<file path="config.mk">
export PLATFORM = sky130hd
export DESIGN_NAME = branch_target_buffer
export DESIGN_NICKNAME = d
export VERILOG_FILES = /design/src/rtl/branch_target_buffer.sv
export SDC_FILE = /design/constraint.sdc
export NUM_CORES = 1
export LEC_CHECK = 0
export ABC_AREA = 1
export BUFFER_PORTS_ARGS = -buffer_cell sky130_fd_sc_hd__buf_2
export CORE_MARGIN = 8
export CORE_UTILIZATION = 50
export CTS_CLUSTER_SIZE = 10
export DETAILED_ROUTE_END_ITERATION = 16
export PLACE_DENSITY = 0.69
export SYNTH_ARGS = -nofsm -noshare
export SYNTH_HDL_FRONTEND = slang
export SYNTH_SLANG_ARGS = --single-unit
</file>
<file path="constraint.sdc">
create_clock -name CLK -period 1.95 [get_ports CLK]
set_input_delay 0.39 -clock CLK [delete_from_list [all_inputs] [get_ports CLK]]
set_output_delay 0.39 -clock CLK [all_outputs]
set_load 0.02 [all_outputs]
</file>
<file path="src/rtl/branch_target_buffer.sv">
// Direct-mapped branch target buffer with a one-cycle registered lookup response.
// Define BTB_BYPASS_EN to forward a same-edge taken update into the lookup result.
module branch_target_buffer #(
  parameter int unsigned ENTRIES = 16,
  parameter int unsigned ADDR_W  = 32
) (
  input  logic              CLK,
  input  logic              RST,
  input  logic              fetch_valid,
  input  logic [ADDR_W-1:0] fetch_pc,
  input  logic              flush,
  input  logic              pht_taken,
  input  logic              update_valid,
  input  logic [ADDR_W-1:0] update_pc,
  input  logic [ADDR_W-1:0] update_target,
  input  logic              update_taken,
  output logic              pred_valid,
  output logic              btb_hit,
  output logic              predict_taken,
  output logic [ADDR_W-1:0] predict_target
);

  localparam int unsigned IDX_W = $clog2(ENTRIES);
  localparam int unsigned TAG_W = ADDR_W - IDX_W - 2;

  logic [ENTRIES-1:0] valid_q;
  logic [TAG_W-1:0]   tag_mem [ENTRIES];
  logic [ADDR_W-1:0]  tgt_mem [ENTRIES];

  logic [IDX_W-1:0]   lk_idx, upd_idx;
  logic [TAG_W-1:0]   lk_tag, upd_tag;
  logic               upd_we;
  logic               lk_hit;
  logic [ADDR_W-1:0]  lk_target;

  logic               rsp_valid, rsp_hit;
  logic [ADDR_W-1:0]  rsp_target;

  // The two byte-offset bits never participate in index or tag.
  logic unused_pc_bits;
  assign unused_pc_bits = ^{fetch_pc[1:0], update_pc[1:0]};

  assign lk_idx  = fetch_pc[IDX_W+1:2];
  assign lk_tag  = fetch_pc[ADDR_W-1:IDX_W+2];
  assign upd_idx = update_pc[IDX_W+1:2];
  assign upd_tag = update_pc[ADDR_W-1:IDX_W+2];
  assign upd_we  = update_valid && update_taken;

  always_comb begin
    lk_hit    = valid_q[lk_idx] && (tag_mem[lk_idx] == lk_tag);
    lk_target = lk_hit ? tgt_mem[lk_idx] : fetch_pc + ADDR_W'(4);
`ifdef BTB_BYPASS_EN
    if (upd_we && (upd_idx == lk_idx) && (upd_tag == lk_tag)) begin
      lk_hit    = 1'b1;
      lk_target = update_target;
    end
`endif
  end

  always_ff @(posedge CLK or posedge RST) begin
    if (RST) begin
      valid_q <= '0;
    end else if (upd_we) begin
      valid_q[upd_idx] <= 1'b1;
    end
  end

  // Tag and target storage is intentionally left unreset; valid bits gate its use.
  always_ff @(posedge CLK) begin
    if (upd_we) begin
      tag_mem[upd_idx] <= upd_tag;
      tgt_mem[upd_idx] <= update_target;
    end
  end

  always_ff @(posedge CLK or posedge RST) begin
    if (RST) begin
      rsp_valid  <= 1'b0;
      rsp_hit    <= 1'b0;
      rsp_target <= '0;
    end else begin
      rsp_valid  <= fetch_valid && !flush;
      rsp_hit    <= lk_hit;
      rsp_target <= lk_target;
    end
  end

  assign pred_valid     = rsp_valid;
  assign btb_hit        = rsp_valid && rsp_hit;
  assign predict_taken  = rsp_valid && rsp_hit && pht_taken;
  assign predict_target = rsp_valid ? rsp_target : '0;

endmodule

</file>
### Yosys cells after proc, flatten, opt, wreduce, memory -nomap -nowiden

Memories as Yosys holds them, arrays and structs flattened.
Cells that the tools add are included.

* register bits: 50
* RAM bits: 928
* bits of input ports: 103
* output and inout bits: 35
* word-level logic and storage cells: 27
* memories: 2

Memory list
* tgt_mem: depth 16, width 32, read ports 1, clocked after Yosys merged registers in 0, wr ports 1, line 28 `logic [ADDR_W-1:0] tgt_mem [ENTRIES];`
* tag_mem: depth 16, width 26, read ports 1, clocked after Yosys merged registers in 0, wr ports 1, line 27 `logic [TAG_W-1:0] tag_mem [ENTRIES];`

* add/sub/neg operators: 1
* order comparisons: 3
* equal/unequal tests: 1
* muxes and demuxes: 8
* bitwise gates (word level): 1
* reductions and logical operators: 7

Operators by type and width (count)
* 2-to-1 mux 32 bit: 2
* adder 32 x 3 -> 32 bit, second input constant: 1
* == test 26 bit: 1
* OR 16 bit: 1
* < comparator 4 x 5 -> 1 bit, second input constant: 2
* logical AND 1 bit: 6
* binary-select mux 1 bit (select 4 bit): 1
* demux 1 bit (select 4 bit): 1
* >= comparator 4 x 1 -> 1 bit, second input constant: 1
* 2-to-1 mux 1 bit: 4
* logical NOT 1 bit: 1

### Logic depth before layout (Yosys ltp)

Gate-level depths: netlist of the first run.

* depth after elaboration: 5
* depth in mapped cells: 21

### Worst setup path after synthesis of the first run

No wires, ideal clock.

* path type: input port to flip-flop
* start: in update_valid
* end: mem tag_mem[15][0] (netlist name), enable pin
* setup time: 0.475 ns
* arrival: 3.154 ns
* required time: 1.475 ns
* slack: -1.679 ns
* cell stages on the path: 4
* buffers on the path: 0
* cell sequence: nand2_1 inv_1 nand3_1 nor2_1

* longest elaborated chain between the ends: 3

RTL lines
* start, declared: line 13 `input logic update_valid,`
* logical AND 1 bit: line 47 `assign upd_we = update_valid && update_taken;`
* 2-to-1 mux 1 bit: line 70 `if (upd_we) begin`
* 2-to-1 mux 1 bit (not written as such): line 71 `tag_mem[upd_idx] <= upd_tag;`
* end, declared: line 27

No other way between the ends.

### Worst setup path in the final report of the first run

* start: reg rsp_valid (netlist: pred_valid)
* end: out predict_target[5]

* longest elaborated chain between the ends: 1

RTL lines
* start, declared: line 36 `logic rsp_valid, rsp_hit;`
* start signal, assigned: line 82 `rsp_valid <= fetch_valid && !flush;`
* 2-to-1 mux 32 bit: line 91 `assign predict_target = rsp_valid ? rsp_target : '0;`
* end, declared: line 20 `output logic [ADDR_W-1:0] predict_target`

No other way between the ends.

==> results of run 1 <==
[placed cells by master (no fill, tap or decap), types with 5 or more instances in the layout]
| cell type | count |
|---|---|
| buf_6 | 40 |
| xor2_1 | 24 |
| clkbuf_16 | 116 |
| nor3_1 | 11 |
| edfxtp_1 | 928 |
| nand3_2 | 21 |
| inv_2 | 36 |
| nand2_8 | 12 |
| o21ai_1 | 20 |
| clkbuf_1 | 62 |
| buf_2 | 97 |
| nor2_2 | 15 |
| nand4_1 | 8 |
| nor3_2 | 6 |
| inv_4 | 10 |
| o221ai_1 | 51 |
| clkinv_1 | 6 |
| nor2_4 | 23 |
| o22ai_1 | 77 |
| nand3_1 | 247 |
| o211ai_1 | 21 |
| inv_1 | 261 |
| nand2_1 | 776 |
| dlygate4sd3_1 | 5 |
| nand3_4 | 5 |
| dfrtp_1 | 49 |
| nand2_4 | 33 |
| or2_2 | 8 |
| nand2_2 | 53 |
| buf_4 | 171 |
| o21ai_2 | 11 |
| buf_12 | 75 |
| nor2_1 | 367 |
| o21ai_0 | 294 |
| diode_2 | 8 |
[sequential cells by signal (all words and copies together), names as in the netlist]
register and cells:
rsp_hit 1, rsp_target 32, pred_valid 1, tag_mem 416, tgt_mem 512, valid_q 16
[routing by layer]
metal | share of wire [%] | track usage, % | vias up
met3 | 12 | 5.36 | 210
met2 | 46 | 38.7 | 1641
li1 | - | - | 13000
met5 | 0.017 | 0 | -
met4 | 2.8 | 9.03 | 4
met1 | 39 | 34.9 | 14000
[stage by stage]
| step | instances | hold slack, ns | util, % | area, sq um |
|---|---|---|---|---|
| floorplan | 3591 | 0.428 | - | 41100 |
| global placement | 4831 | 0.417 | 55.5 | 44700 |
| detailed placement | 4831 | 0.415 | 55.5 | 44700 |
| CTS | 5029 | 0.0449 | 60.1 | 48400 |
| global route | 5040 | 0.0694 | 61.3 | 49400 |
| finish | 5045 | 0.0787 | 61.4 | 49400 |
[final timing paths]
kind,startpoint,endpoint,cells past startpoint
max,pred_valid,predict_target[5],4
min,update_target[26],tgt_mem[1][26],1
max reg2reg,tag_mem[1][1],rsp_target[16],15
min reg2reg,valid_q[5],valid_q[5],2
max in group asynchronous,RST,rsp_target[21],4
min in group asynchronous,RST,rsp_target[8],3
[what timing repair did]
action | CTS | global route
cloned | 5 | 7
endpoints found under the hold margin | 34 | 0
setup buffers | 6 | 4
resized for setup | 95 | 271
pin swaps | 18 | 62
hold buffers | 5 | 0
endpoints found under the setup margin | 61 | 68
[area by class of cell]
type	count	area, sq um
Clock inverter	9	179
Multi-Input combinational cell	2096	10400
Clock buffer	174	3000
Antenna cell	8	20.0
Sequential cell	978	29100
Fill cell	6022	31100
Timing Repair Buffer	401	4090
Tap cell	1060	1330
Inverter	319	1250
[where the power goes]
part,leakage (nW),switching [mW],internal (mW)
Sequential,8.92,0.143,23.3
Combinational,8.56,2.40,1.22
Clock,1.52,8.07,10.6
[critical path: cells and delay by family (launching register included)]
kind	cells	cell delay, ns
DFF	1	0.58
buffers and inverters	3	0.47
and+or+nand+nor	1	0.13
[cell families (layout without fill, tap and decap cells)]
group	after synthesis	in the layout	synth area share (%)
XOR/XNOR	25	25	0.539
other	0	8	0
AND/OR/NAND/NOR	1590	1590	15.8
buffers and inverters	517	903	5.27
adder cells (fa/ha/maj)	1	1	0.0308
AO/OA/AOI/OAI	480	480	6.75
flip-flops	978	978	71.6
==> run summary, run 1 <==
Register area share after synthesis: 71.6%
Clock slew seen by the registers of the worst setup and hold paths: 0.06 ns
Clk_skew: 0.0406 ns
Final critical-path required period: 2.28 ns
Worst reg-to-reg setup slack: -0.28 ns
Max Slew Vio Count: 0
Path type of the worst min-delay path: primary input to flip-flop
Gr usage total: 25.0%
Clock latency reported for the late side of the worst-skew pair: 0.69 ns
Cell with the largest stage delay on the worst path: dfrtp_4
Final GP Congestion: 0.951
Number of standard cells after synthesis: 3,591
Violated checks: negative setup slack
Number of buffers between clock root and the deepest sink: 3
Top-level port count: 138
Total via count after detailed routing: 28,800
Netlist area before placement: 40,700 sq um
Status: finished, violations left
Vias/cell: 5.71
Drt first-iter violations: 3,594
Signal arrival time at the worst endpoint: 1.89 ns
Core region area: 80,500 sq um
Area grow syn2layout: 21.6%
Crit. End Element: output port
Worst ir drop on vdd: 0.817 mV
HPWL reported at the end of detailed placement: 68.7 mm
Most numerous cell in the Yosys netlist: edfxtp_1
Net count after synthesis: 3,695
First-pass iteration count of the detailed router: 6
Antenna violations before repair: 11
Post-layout power: 45.8 mW
Height of the chip: 301 microns
Chain of cells forming the critical path: clkbuf_16 -> nand2_4 -> inv_1 -> buf_4
EDFF count, synth: 928
Max frequency: 438 MHz
Commonest cells in the synthesized netlist: edfxtp_1 (928), nand2_1 (874), nor2_1 (402)
Maximum number of pins on one net before global-route repair: 127
P_leak: 19.0 nW
Setup violation total in the final timing report: 67
CP peak stage delay: 0.58 ns
Worst-path maximum fanout: 8
Critical path start-end classification: flip-flop to output port
Layout cells sized above 1: 19.1%
Clock tree from TritonCTS: done
RSZ-0062 raised after global routing: yes
Initial Util: 50.5%
Number of global-route vias before repair: 27,400
Top-area cell type share of the netlist area: 68.5%
Avg Synthesized Cell Area: 11.3 sq um
Data required time of the worst path: 1.56 ns
Die span in x: 301 microns
Htree depth: 3
Hold violation total from the final report: 0
Largest cells by area after synthesis: edfxtp_1 (69%), nand2_1 (8.1%), o21ai_0 (3.8%)
Post-Route Setup TNS: -14.52 ns
Post-detailed-route wirelength per cell: 23.5 microns
Layout net count: 4,009
Worst-Margin Slew: 0.590 ns
Total of warnings raised by yosys: 0
Worst setup SP type: flip-flop
Tcrit/Tclk final: 117%
Asr flop ratio synth: 5.11%
Total power density per cell area: 926 nW/um^2
Headroom to the max-slew limit: 60.7%
Global-route wire length before repair: 172 mm
Core Rows: 104
Min setup slack post-route: -0.333 ns
Die outline area: 90,700 sq um
Post-place setup slack: -0.808 ns
Unique masters post-synth: 33
Top cell type by total area after synthesis: edfxtp_1
Count of state elements after synthesis: 978
Root Buffer: clkbuf_16
DRC Markers: 0
Total gr overflow: 0
Number of buffers created by CTS: 109
MaxCap Viol Count: 0
Port Buf Inserts: 135
Aggregate routed wire length: 118 mm
Number of clock sinks: 978
Most instantiated flip-flop cell in the synthesis netlist: edfxtp_1
Post-DRT Antenna Nets: 0
Power figures use the tool's default switching activity.
==> run 2: changes to the inputs <==
--- a/config.mk
+++ b/config.mk
@@ -6,12 +6,12 @@
 export NUM_CORES = 1
 export LEC_CHECK = 0
 export ABC_AREA = 1
-export BUFFER_PORTS_ARGS = -buffer_cell sky130_fd_sc_hd__buf_2
 export CORE_MARGIN = 8
 export CORE_UTILIZATION = 50
 export CTS_CLUSTER_SIZE = 10
 export DETAILED_ROUTE_END_ITERATION = 16
-export PLACE_DENSITY = 0.69
+export DONT_BUFFER_PORTS = 1
+export PLACE_DENSITY = 0.68
 export SYNTH_ARGS = -nofsm -noshare
 export SYNTH_HDL_FRONTEND = slang
 export SYNTH_SLANG_ARGS = --single-unit
==> constraint.sdc (replaced) <==
create_clock -name CLK -period 1.95 [get_ports CLK]
set_input_delay 0.0975 -clock CLK [delete_from_list [all_inputs] [get_ports CLK]]
set_output_delay 0.0975 -clock CLK [all_outputs]
set_load 0.02 [all_outputs]
==> run 2 against run 1 <==
Net effect:
- the run ends with max-slew violations, negative setup slack left
- via count decreased by 1.7%
- flip-flop and latch count is the same
- sequential share of layout area rose by 1.9 points
- final area fell by 3.1%
- utilization decreased by 1.9 points
- clock power is 5% lower
- worst hold slack got worse by 0.059 ns
==> run summary, run 2 (same netlist as run 1, synthesis figures left out) <==
Tcrit/Tclk final: 162%
Most prevalent standard cell on the critical path: nand2_1
Post-DRT Antenna Nets: 0
Biggest registers after layout: tgt_mem (512), tag_mem (416), rsp_target (32)
Path type of the worst min-delay path: primary input to flip-flop
Chain of cells forming the critical path: inv_8 -> buf_12 -> buf_4 -> nand2_1 -> nand2_1 -> nand2_1 -> nand3_1 -> nand3_1 -> nand3_1 -> nand2_2 -> nor2_1 -> nand2_1 -> nor2_2 -> nand2_2 -> nor2_4 -> buf_12 -> clkbuf_16 -> nor2_2 -> nor2_1
Die outline area: 90,700 sq um
CP peak stage delay: 0.74 ns
Crit. End Element: flip-flop
Aggregate routed wire length: 116 mm
Cell with the largest stage delay on the worst path: inv_8
WP depth: 19
Total power density per cell area: 924 nW/um^2
Final GP Congestion: 0.916
Core Rows: 104
Clock tree from TritonCTS: done
Data required time of the worst path: 2.55 ns
Drt first-iter violations: 3,387
Count of cells along the worst register-to-register path: 17
Storage element area: 29,100 sq um
Worst-Margin Slew: 1.65 ns
Max Slew Vio Count: 159
Endpoint of the most critical setup path: rsp_target[28]
RSZ-0062 raised after global routing: yes
Number of global-route vias before repair: 26,700
P_leak: 18.1 nW
Post-detailed-route wirelength per cell: 23.7 microns
Worst reg-to-reg setup slack: -0.32 ns
Root Buffer: clkbuf_16
Antenna violations before repair: 8
Largest register FFs: 512
Worst setup SP type: primary input
Critical path start-end classification: primary input to flip-flop
Register ranked first by flip-flop count: tgt_mem
Layout cells sized above 1: 11.5%
Final hold slack: 0.0199 ns
Worst path bufs/invs: 5
MaxCap Viol Count: 0
Core Util, Final: 59.5%
FILL cells: 6,130
HPWL reported at the end of detailed placement: 63.2 mm
Vias/cell: 5.77
R2r endpoint: rsp_target[28]
Headroom to the max-slew limit: -9.67%
Final critical-path required period: 3.16 ns
First element of the critical path: fetch_pc[2]
Commonest cells after routing, fill and taps aside: edfxtp_1 (928), nand2_1 (820), nor2_1 (370), inv_1 (299), o21ai_0 (299)
Status: finished, violations left
Number of buffers between clock root and the deepest sink: 3
Maximum number of pins on one net before global-route repair: 490
Violated checks: max-slew violations, negative setup slack
Port Buf Inserts: 0
Min setup slack post-route: -1.21 ns
Hold violation total from the final report: 0
First-pass iteration count of the detailed router: 6
Area occupied by multi-input gates: 9950 sq um
Max frequency: 316 MHz
Post-Route Setup TNS: -37.82 ns
Post-layout power: 44.3 mW
Post-place setup slack: -0.477 ns
Setup violation total in the final timing report: 33
Number of clock sinks: 978
Clock latency reported for the late side of the worst-skew pair: 0.67 ns
Initial Util: 50.5%
Htree depth: 3
Number of buffers created by CTS: 108
Worst ir drop on vdd: 0.654 mV
Total gr overflow: 0
Die span in x: 301 microns
Total via count after detailed routing: 28,300
Area grow syn2layout: 17.8%
Launching point of the worst reg2reg path: tag_mem[0][5]
DRC Markers: 0
Top Family by Delay on Critical Path: simple AND/OR/NAND/NOR gates
Global-route wire length before repair: 171 mm
Top-level port count: 138
Clk_skew: 0.0290 ns
Height of the chip: 301 microns
Gr usage total: 24.9%
Most common cell after layout, fill and taps aside: edfxtp_1
Worst-path maximum fanout: 489
Clock slew seen by the registers of the worst setup and hold paths: 0.05 ns
Layout net count: 3,904
Signal arrival time at the worst endpoint: 3.76 ns
Core region area: 80,500 sq um
[run 2: worst min-delay path by stage]
stage	startpoint	end	slack (ns)	depth (start not counted)
after floorplan	flush	pred_valid	0.16	1
final	fetch_pc[4]	rsp_target[4]	0.02	5
after CTS	fetch_pc[3]	rsp_target[23]	0.002	6
after global placement	RST	valid_q[9]	0.04	1
after detailed placement	RST	valid_q[9]	0.04	1
after global routing	fetch_pc[4]	rsp_target[2]	0.02	5
[run 2: report_power, final]
group | internal, mW | switching (mW) | total [mW]
combinational | 1.06 | 1.98 | 3.04
sequential | 23.3 | 0.0855 | 23.4
clock | 10.2 | 7.60 | 17.8
[run 2: what timing repair did]
item                                    4_1_cts  5_1_grt
hold endpoints to repair                   1019        0
endpoints found under the setup margin       59       33
gates cloned                                  4        2
gates resized for setup                      64       94
buffers inserted                             10        7
pin swaps                                     6       44
hold buffers                                123        0
[run 2: area by class of cell]
| cell class | instances | area share (%) |
|---|---|---|
| inverter | 319 | 2.54 |
| clock buffer | 147 | 6.08 |
| multi-input combinational | 2096 | 20.8 |
| clock inverter | 6 | 0.136 |
| timing repair buffer | 297 | 6.89 |
| antenna | 6 | 0.0313 |
| sequential | 978 | 60.8 |
| tap | 1060 | 2.77 |
[run 2: metrics by stage]
stage	cells	cell area [sq um]
2_1_floorplan	3591	40700
3_3_place_gp	4610	43000
3_5_place_dp	4610	43000
4_1_cts	4900	47600
5_1_grt	4905	47900
6_report	4909	47900
[run 2: routing by layer]
layer | share of wire [%] | track usage, %
met3 | 11 | 5.84
met1 | 41 | 34.8
met5 | 0.010 | 0
met4 | 3.3 | 8.71
met2 | 45 | 38.4
[run 2: worst reg2reg max path: stages, from the launching register on]
cell and delay (ns):
edfxtp_1 0.38, nor2_2 0.08, nor2_1 0.05, o21ai_0 0.13, nand3_1 0.11, nand3_2 0.11
nand2_1 0.08, nand2_2 0.07, nand2_1 0.07, nor2_2 0.11, nand2_1 0.08, nor2_2 0.17
nand2_2 0.12, nor2_4 0.17, buf_12 0.16, clkbuf_16 0.16, nor2_2 0.04, nor2_1 0.10
